[src/rtl/adbg_ahb3_burst_seq.sv]
// Burst command sequencer in front of the AHB3 BIU: splits one burst command into
// single BIU accesses, streams write/read words and reports a sticky error.
module adbg_ahb3_burst_seq #(
    parameter int ADDR_WIDTH = 32,
    parameter int DATA_WIDTH = 32,
    parameter int CNT_WIDTH  = 16
) (
    input  logic                  biu_clk,
    input  logic                  biu_rst,
    input  logic                  cmd_valid,
    output logic                  cmd_ready,
    input  logic [ADDR_WIDTH-1:0] cmd_addr,
    input  logic                  cmd_rw,
    input  logic [3:0]            cmd_word_size,
    input  logic [CNT_WIDTH-1:0]  cmd_count,
    input  logic                  wr_valid,
    output logic                  wr_ready,
    input  logic [DATA_WIDTH-1:0] wr_data,
    output logic                  rd_valid,
    input  logic                  rd_ready,
    output logic [DATA_WIDTH-1:0] rd_data,
    output logic                  done,
    output logic                  err,
    output logic [ADDR_WIDTH-1:0] err_addr,
    output logic                  biu_strb,
    output logic                  biu_rw,
    output logic [ADDR_WIDTH-1:0] biu_addr,
    output logic [3:0]            biu_word_size,
    output logic [DATA_WIDTH-1:0] biu_di,
    input  logic                  biu_rdy,
    input  logic [DATA_WIDTH-1:0] biu_do,
    input  logic                  biu_err
);

    typedef enum logic [2:0] {IDLE, FETCH, ISSUE, WAIT, RDOUT, FIN} state_t;

    state_t                state;
    state_t                state_nxt;
    logic [ADDR_WIDTH-1:0] addr;
    logic                  rw;
    logic [3:0]            size;
    logic [CNT_WIDTH-1:0]  remaining;
    logic                  size_ok;
    logic                  cmd_acc;
    logic                  biu_done;
    logic [7:0]            shamt;

    always_comb begin
        case (cmd_word_size)
            4'd1, 4'd2, 4'd4: size_ok = 1'b1;
            4'd8:             size_ok = (DATA_WIDTH == 64);
            default:          size_ok = 1'b0;
        endcase
    end

    assign cmd_acc  = (state == IDLE) && cmd_valid;
    assign biu_done = (state == WAIT) && biu_rdy;
    // The BIU takes the MSB-aligned slice, so right-aligned words move up.
    assign shamt    = 8'(DATA_WIDTH) - {1'b0, size, 3'b000};

    always_ff @(posedge biu_clk or posedge biu_rst) begin
        if (biu_rst) state <= IDLE;
        else         state <= state_nxt;
    end

    always_comb begin
        state_nxt = state;
        case (state)
            IDLE: begin
                if (cmd_valid) begin
                    if (!size_ok || cmd_count == '0) state_nxt = FIN;
                    else if (cmd_rw)                 state_nxt = ISSUE;
                    else                             state_nxt = FETCH;
                end
            end
            FETCH: if (wr_valid) state_nxt = ISSUE;
            ISSUE: if (biu_rdy)  state_nxt = WAIT;
            WAIT: begin
                if (biu_rdy) begin
                    if (rw)                              state_nxt = RDOUT;
                    else if (remaining == CNT_WIDTH'(1)) state_nxt = FIN;
                    else                                 state_nxt = FETCH;
                end
            end
            RDOUT: begin
                if (rd_ready) state_nxt = (remaining != '0) ? ISSUE : FIN;
            end
            FIN:     state_nxt = IDLE;
            default: state_nxt = IDLE;
        endcase
    end

    always_comb begin
        cmd_ready = 1'b0;
        wr_ready  = 1'b0;
        biu_strb  = 1'b0;
        rd_valid  = 1'b0;
        done      = 1'b0;
        case (state)
            IDLE:    cmd_ready = 1'b1;
            FETCH:   wr_ready  = 1'b1;
            ISSUE:   biu_strb  = 1'b1;
            RDOUT:   rd_valid  = 1'b1;
            FIN:     done      = 1'b1;
            default: ;
        endcase
    end

    always_ff @(posedge biu_clk or posedge biu_rst) begin
        if (biu_rst) begin
            addr      <= '0;
            rw        <= 1'b0;
            size      <= '0;
            remaining <= '0;
            err       <= 1'b0;
            err_addr  <= '0;
            biu_di    <= '0;
            rd_data   <= '0;
        end else begin
            if (cmd_acc) begin
                addr      <= cmd_addr;
                rw        <= cmd_rw;
                size      <= cmd_word_size;
                remaining <= cmd_count;
                err       <= !size_ok;
                err_addr  <= size_ok ? '0 : cmd_addr;
            end
            if (state == FETCH && wr_valid) biu_di <= wr_data << shamt;
            if (biu_done) begin
                // Only the first failing access is recorded; the burst carries on.
                if (biu_err && !err) begin
                    err      <= 1'b1;
                    err_addr <= addr;
                end
                addr      <= addr + {{(ADDR_WIDTH-4){1'b0}}, size};
                remaining <= remaining - CNT_WIDTH'(1);
                if (rw) rd_data <= biu_do;
            end
        end
    end

    assign biu_rw        = rw;
    assign biu_addr      = addr;
    assign biu_word_size = size;

endmodule

[config.mk]
export PLATFORM = sky130hd
export DESIGN_NAME = adbg_ahb3_burst_seq
export DESIGN_NICKNAME = d
export VERILOG_FILES = /design/src/rtl/adbg_ahb3_burst_seq.sv
export SDC_FILE = /design/constraint.sdc
export NUM_CORES = 1
export LEC_CHECK = 0
export CAP_MARGIN = 30
export CORE_MARGIN = 10
export CORE_UTILIZATION = 50
export DETAILED_ROUTE_END_ITERATION = 6
export MAX_ROUTING_LAYER = met4
export PLACE_DENSITY = 0.95
export SLEW_MARGIN = 20
export SYNTH_ARGS = -nofsm -noshare
export SYNTH_HDL_FRONTEND = slang
export SYNTH_SLANG_ARGS = --single-unit
[constraint.sdc]
create_clock -name biu_clk -period 7 [get_ports biu_clk]
set_input_delay 0.7 -clock biu_clk [delete_from_list [all_inputs] [get_ports biu_clk]]
set_output_delay 0.7 -clock biu_clk [all_outputs]
set_load 0.005 [all_outputs]
==> flow_summary.yaml, run 1 <==
die:
  core_area_mm2: 0.0151
  ios: 263
  rows: 45
  initial_core_util_pct: 51.0
  die_x_um: 144
  dieArea_mm2: 0.0208
  die_y_um: 144
power:
  seqPwrFrac_pct: 35.9
  swShare_pct: 36.4
  intPower_mw: 2.93
  p_comb_share_pct: 44.6
  power.share.clock_pct: 19.5
  p_sw_mw: 1.68
  peakVddDrop_v: 0.000301
  power_mw: 4.62
  power.density_mw_per_mm2: 418
  leakage_nw: 4.61
clock_network:
  clockBufferDepth: 2
  cts.sinks: 153
  clk_pin_slew_ns: 0.06
  cts_tree: "built"
  clkLatencyLatePin_ns: 0.42
  cts_root_buf: "clkbuf_16"
  cts_resized: 0
  htree_num_levels: 4
  numCtsBuffers: 17
  cts_hold_buffers: 0
  postCtsSetupRepairBufs: 0
worst_setup_path:
  crit_fanout: 51
  crit_slowest_cell: "or4b_2"
  cp_cell_sequence: "clkdlybuf4s50_1 -> or4b_2 -> buf_4 -> nand2_1 -> o21ai_0 -> a221o_1"
  path_class: "in -> reg"
  crit_family: "simple AND/OR/NAND/NOR gates"
  crit_path_start: "cmd_valid"
  max_stage_delay_ns: 0.91
  worstSetupEndpointType: "flip-flop"
  start_kind: "input pin"
  r2r-start: "state[1]"
  worstPathRequired_ns: 7.31
  crit_arrival_ns: 3.35
  crit_buf_inv: 2
synth:
  ys_seq_area_share_pct: 49.6
  post_synth_main_area_contributors: "dfrtp_1, mux2_2, nand2_1"
  syn_area_per_cell_um2: 9.96
  ys_ff_latch: 153
  syn_nets: 908
  syn_area_mm2: 0.00772
  synth_top_cell_by_area: "dfrtp_1"
  synth.most_common_cell: "dfrtp_1"
  netlist_instances: 775
  synth_ff_type: "dfrtp_1"
  yosys_warnings: 0
  synth_common_cells: "dfrtp_1, nand2_1, nor2_1"
  synth-edff-count: 0
  synth_cell_types: 70
  async_flop_share_pct: 100
  synth_top_area_share_pct: 49.6
final_layout:
  drive_above_1_share_pct: 8.37
  areaGrowthSynthToFinish_pct: 43.1
  fin_nets: 1148
  post-route-util_pct: 72.9
  finalNonFillerCells: 1217
sta:
  hold_violations: 0
  fmax_mhz: 328
  setup_viol: 0
  drv_slew: 0
  min_period_ns: 3.05
  min_period_over_period_pct: 43.5
  worst_pin_slew_ns: 0.889
  final.setup_skew_ns: 0.00884
  grt_setup_unrepaired: "false"
  slew_headroom_pct: 40.8
  fin_setup_tns_ns: 0
worst_hold_path:
  hp-class: "reg -> reg"
  min_from: "biu_di[16]"
routing:
  vias: 7471
  post_drt_wl_per_cell_um: 21.3
  drtIter0Drc: 932
  wl_um: 26000
  viasPerCell: 6.14
  firstDrtPassIters: 7
  antenna_left: 0
  drc: 0
grt:
  antenna_found_initial: 1
  overflow: 0
  grt_max_degree: 98
  grt_pass1_wl_um: 40100
  grt_pass1_vias: 7249
  grt_use_total_pct: 25.0
placement:
  hpwlAfterDp_um: 18900
  portBuffers: 262
  routabilityCongestion: 0.892
  dp_cells: 1183
flow_run:
  cap_violations: 0
outcome:
  status: "finished clean"
==> power by group through the flow <==
stage | logic [mW] | clock network, mW | registers [mW]
finish | 2.06 | 0.901 | 1.66
global placement | 1.99 | 0 | 1.63
CTS | 2.06 | 0.909 | 1.64
floorplan | 1.02 | 0 | 1.57
global route | 2.23 | 0.950 | 1.71
detailed placement | 2.05 | 0 | 1.65
==> registers in the layout, summed over array words and instances (netlist names) <==
| signal | cells |
|---|---|
| biu_word_size | 4 |
| state | 3 |
| biu_di | 32 |
| biu_rw | 1 |
| biu_addr | 32 |
| rd_data | 32 |
| err | 1 |
| err_addr | 32 |
| remaining | 16 |
==> final timing paths <==
path | endpoint | slack [ns] | cells after the start
worst max register to register | biu_addr[4] | 4.10 | 5
worst max-delay path | biu_addr[4] | 3.95 | 6
worst min-delay path | biu_di[16] | 0.48 | 1
min in group asynchronous | biu_di[2] | 0.57 | 2
max in group asynchronous | biu_addr[26] | 5.06 | 4
worst min register to register | biu_di[16] | 0.48 | 1
==> cells by family after synthesis <==
kind of cell               share of synthesized area, %
AOI/OAI and AO/OA                                  18.7
xor gates and xnor gates                          0.454
adders and majority gates                          1.56
buffers and inverters                              3.40
DFF                                                49.6
muxes                                              8.17
and+or+nand+nor                                    18.1
==> cell usage in the layout (no fill, tap or decap), drive strengths merged, types with 4 or more instances in the layout <==
| cell type | instances |
|---|---|
| o211ai | 27 |
| buf | 9 |
| ha | 8 |
| inv | 14 |
| mux2 | 32 |
| o21ai | 30 |
| and4 | 4 |
| nor4 | 10 |
| or4 | 5 |
| a211oi | 5 |
| clkinv | 6 |
| nor2 | 82 |
| a311oi | 6 |
| nand3b | 5 |
| a22oi | 15 |
| o22ai | 5 |
| nor3 | 13 |
| mux2i | 27 |
| a31oi | 16 |
| dfrtp | 153 |
| nand2 | 85 |
| nand4 | 12 |
| nand3 | 35 |
| a22o | 16 |
| o311ai | 12 |
| clkbuf | 21 |
| a221o | 12 |
| a21o | 4 |
| nand2b | 5 |
| clkdlybuf4s50 | 262 |
| or3 | 4 |
| a21oi | 39 |
==> per-stage QoR <==
step	cell area (um2)	hold slack, ns	worst slack (ns)
global placement	10400	0.463	3.61
global route	11000	0.519	3.79
CTS	11000	0.482	3.97
finish	11000	0.480	3.95
detailed placement	10400	0.469	3.53
floorplan	7720	0.460	2.18
==> per-layer routing <==
layer | up-vias | GRT usage [%] | wire length [um]
met1 | 3644 | 31.3 | 10200
met5 | - | - | 0
li1 | 3373 | - | -
met4 | 0 | 8.40 | 637
met2 | 404 | 39.2 | 12700
met3 | 50 | 5.90 | 2390
==> layout make-up <==
cell class              instances  area [um2]
multi-input cells             558        3630
repair buffers                271        2710
fillers                      1041        4100
clock inverters                11         124
clock buffers                  21         450
flip-flops and latches        153        3830
diodes                          1        2.50
inverters                      14        57.6
well taps                     188         235
Note: power is estimated with default switching activity, not from simulation.
==> run 2, diff against run 1 <==
--- a/config.mk
+++ b/config.mk
@@ -7,10 +7,10 @@
 export LEC_CHECK = 0
 export CAP_MARGIN = 30
 export CORE_MARGIN = 10
-export CORE_UTILIZATION = 50
+export CORE_UTILIZATION = 46
 export DETAILED_ROUTE_END_ITERATION = 6
 export MAX_ROUTING_LAYER = met4
-export PLACE_DENSITY = 0.95
+export PLACE_DENSITY = 0.9
 export SLEW_MARGIN = 20
 export SYNTH_ARGS = -nofsm -noshare
 export SYNTH_HDL_FRONTEND = slang
==> constraint.sdc (replaced) <==
create_clock -name biu_clk -period 3.1 [get_ports biu_clk]
set_input_delay 0.31 -clock biu_clk [delete_from_list [all_inputs] [get_ports biu_clk]]
set_output_delay 0.31 -clock biu_clk [all_outputs]
set_load 0.005 [all_outputs]
==> flow_summary.yaml, run 2 (synthesis gave the netlist of run 1 again) <==
grt:
  grt_pass1_wl_um: 41300
  grt_pass1_vias: 7584
  overflow: 0
  grt_use_total_pct: 23.7
  antenna_found_initial: 1
  grt_max_degree: 107
clock_network:
  clk_pin_slew_ns: 0.06
  cts_resized: 0
  cts_tree: "built"
  clkLatencyLatePin_ns: 0.42
  numCtsBuffers: 17
  clockBufferDepth: 2
  postCtsSetupRepairBufs: 0
  htree_num_levels: 4
  cts_root_buf: "clkbuf_16"
  cts.sinks: 153
  cts_hold_buffers: 0
sta:
  grt_setup_unrepaired: "false"
  final.setup_skew_ns: 0.00910
  fin_setup_tns_ns: 0
  min_period_ns: 2.50
  hold_violations: 0
  drv_slew: 0
  worst_pin_slew_ns: 0.826
  fmax_mhz: 401
  min_period_over_period_pct: 80.5
  setup_viol: 0
  slew_headroom_pct: 44.7
  fin_ws_ns: 0.605
worst_setup_path:
  worstSetupEndpointType: "flip-flop"
  crit_fanout: 16
  worstPathRequired_ns: 3.46
  start_kind: "flip-flop"
  path_class: "reg -> reg"
  crit_arrival_ns: 2.85
  rr_worst_depth: 7
routing:
  antenna_left: 0
  post_drt_wl_per_cell_um: 20.9
  vias: 7463
  viasPerCell: 5.95
  drtIter0Drc: 643
  drc: 0
  firstDrtPassIters: 6
  wl_um: 26200
die:
  die_x_um: 150
  dieArea_mm2: 0.0224
  core_area_mm2: 0.0165
  die_y_um: 150
  ios: 263
  rows: 47
  initial_core_util_pct: 46.7
power:
  peakVddDrop_v: 0.000576
  seqPwrFrac_pct: 35.1
  p_sw_mw: 3.79
  p_comb_share_pct: 44.2
  swShare_pct: 35.8
  power_mw: 10.6
  intPower_mw: 6.79
  leakage_nw: 4.66
  power.density_mw_per_mm2: 947
  power.share.clock_pct: 20.6
worst_hold_path:
  hp-class: "in -> async"
placement:
  portBuffers: 262
  routabilityCongestion: 0.918
  hpwlAfterDp_um: 19300
  place_ws_ns: 0.580
final_layout:
  drive_above_1_share_pct: 8.90
  nFillCells: 1256
  post-route-util_pct: 67.6
  multi_input_area_mm2: 0.00363
  layout_commonest_cell: "clkdlybuf4s50_1"
  regArea_mm2: 0.00383
  fin_nets: 1154
  areaGrowthSynthToFinish_pct: 44.7
  final_cell_mix: "clkdlybuf4s50_1, dfrtp_1, nand2_1"
flow_run:
  cap_violations: 0
outcome:
  status: "finished clean"
## run 2: path summary, 6_finish.rpt
check,from,end,slack [ns]
min in group biu_clk,cmd_addr[3],err_addr[3],0.49
worst min register to register,biu_di[16],biu_di[16],0.49
max in group asynchronous,biu_rst,rd_data[7],2.16
worst max-delay path,biu_word_size[1],biu_di[3],0.60
worst max register to register,biu_word_size[1],biu_di[3],0.60
worst min-delay path,biu_rst,err_addr[7],0.39
## run 2: area by class of cell
cell class | count | area share [%]
Antenna cell | 1 | 0.0224
Clock buffer | 20 | 3.91
Clock inverter | 12 | 1.57
Inverter | 14 | 0.504
Multi-Input combinational cell | 558 | 32.5
Sequential cell | 153 | 34.3
Tap cell | 220 | 2.46
Timing Repair Buffer | 277 | 24.7
## run 2: power by group through the flow
stage               Clock (mW)  Sequential (mW)  Combinational [mW]
global placement             0             3.68                4.57
finish                    2.18             3.71                4.68
global route              2.29             3.85                5.10
CTS                       2.21             3.70                4.72
detailed placement           0             3.73                4.68
floorplan                    0             3.56                2.30
## run 2: critical path: stages, from the launching register on
cell	delay, ns
dfrtp_1	0.44
inv_1	0.10
ha_1	0.18
or3b_2	0.45
a21o_1	0.32
nand2b_2	0.40
nor2_2	0.36
a22o_1	0.18
## run 2: through the flow
stage / hold slack [ns] / instance area (um2) / cells
floorplan: 0.415 / 7720 / 775
global placement: 0.462 / 10600 / 1222
detailed placement: 0.483 / 10600 / 1222
CTS: 0.474 / 11200 / 1254
global route: 0.470 / 11200 / 1255
finish: 0.391 / 11200 / 1255
## run 2: routing by layer
metal,GRT usage (%),vias to the layer above,part of all wire (%)
li1,-,3394,-
met1,29.6,3628,40
met2,36.6,381,48
met3,5.86,60,8.2
met4,9.18,0,3.2
met5,-,-,0
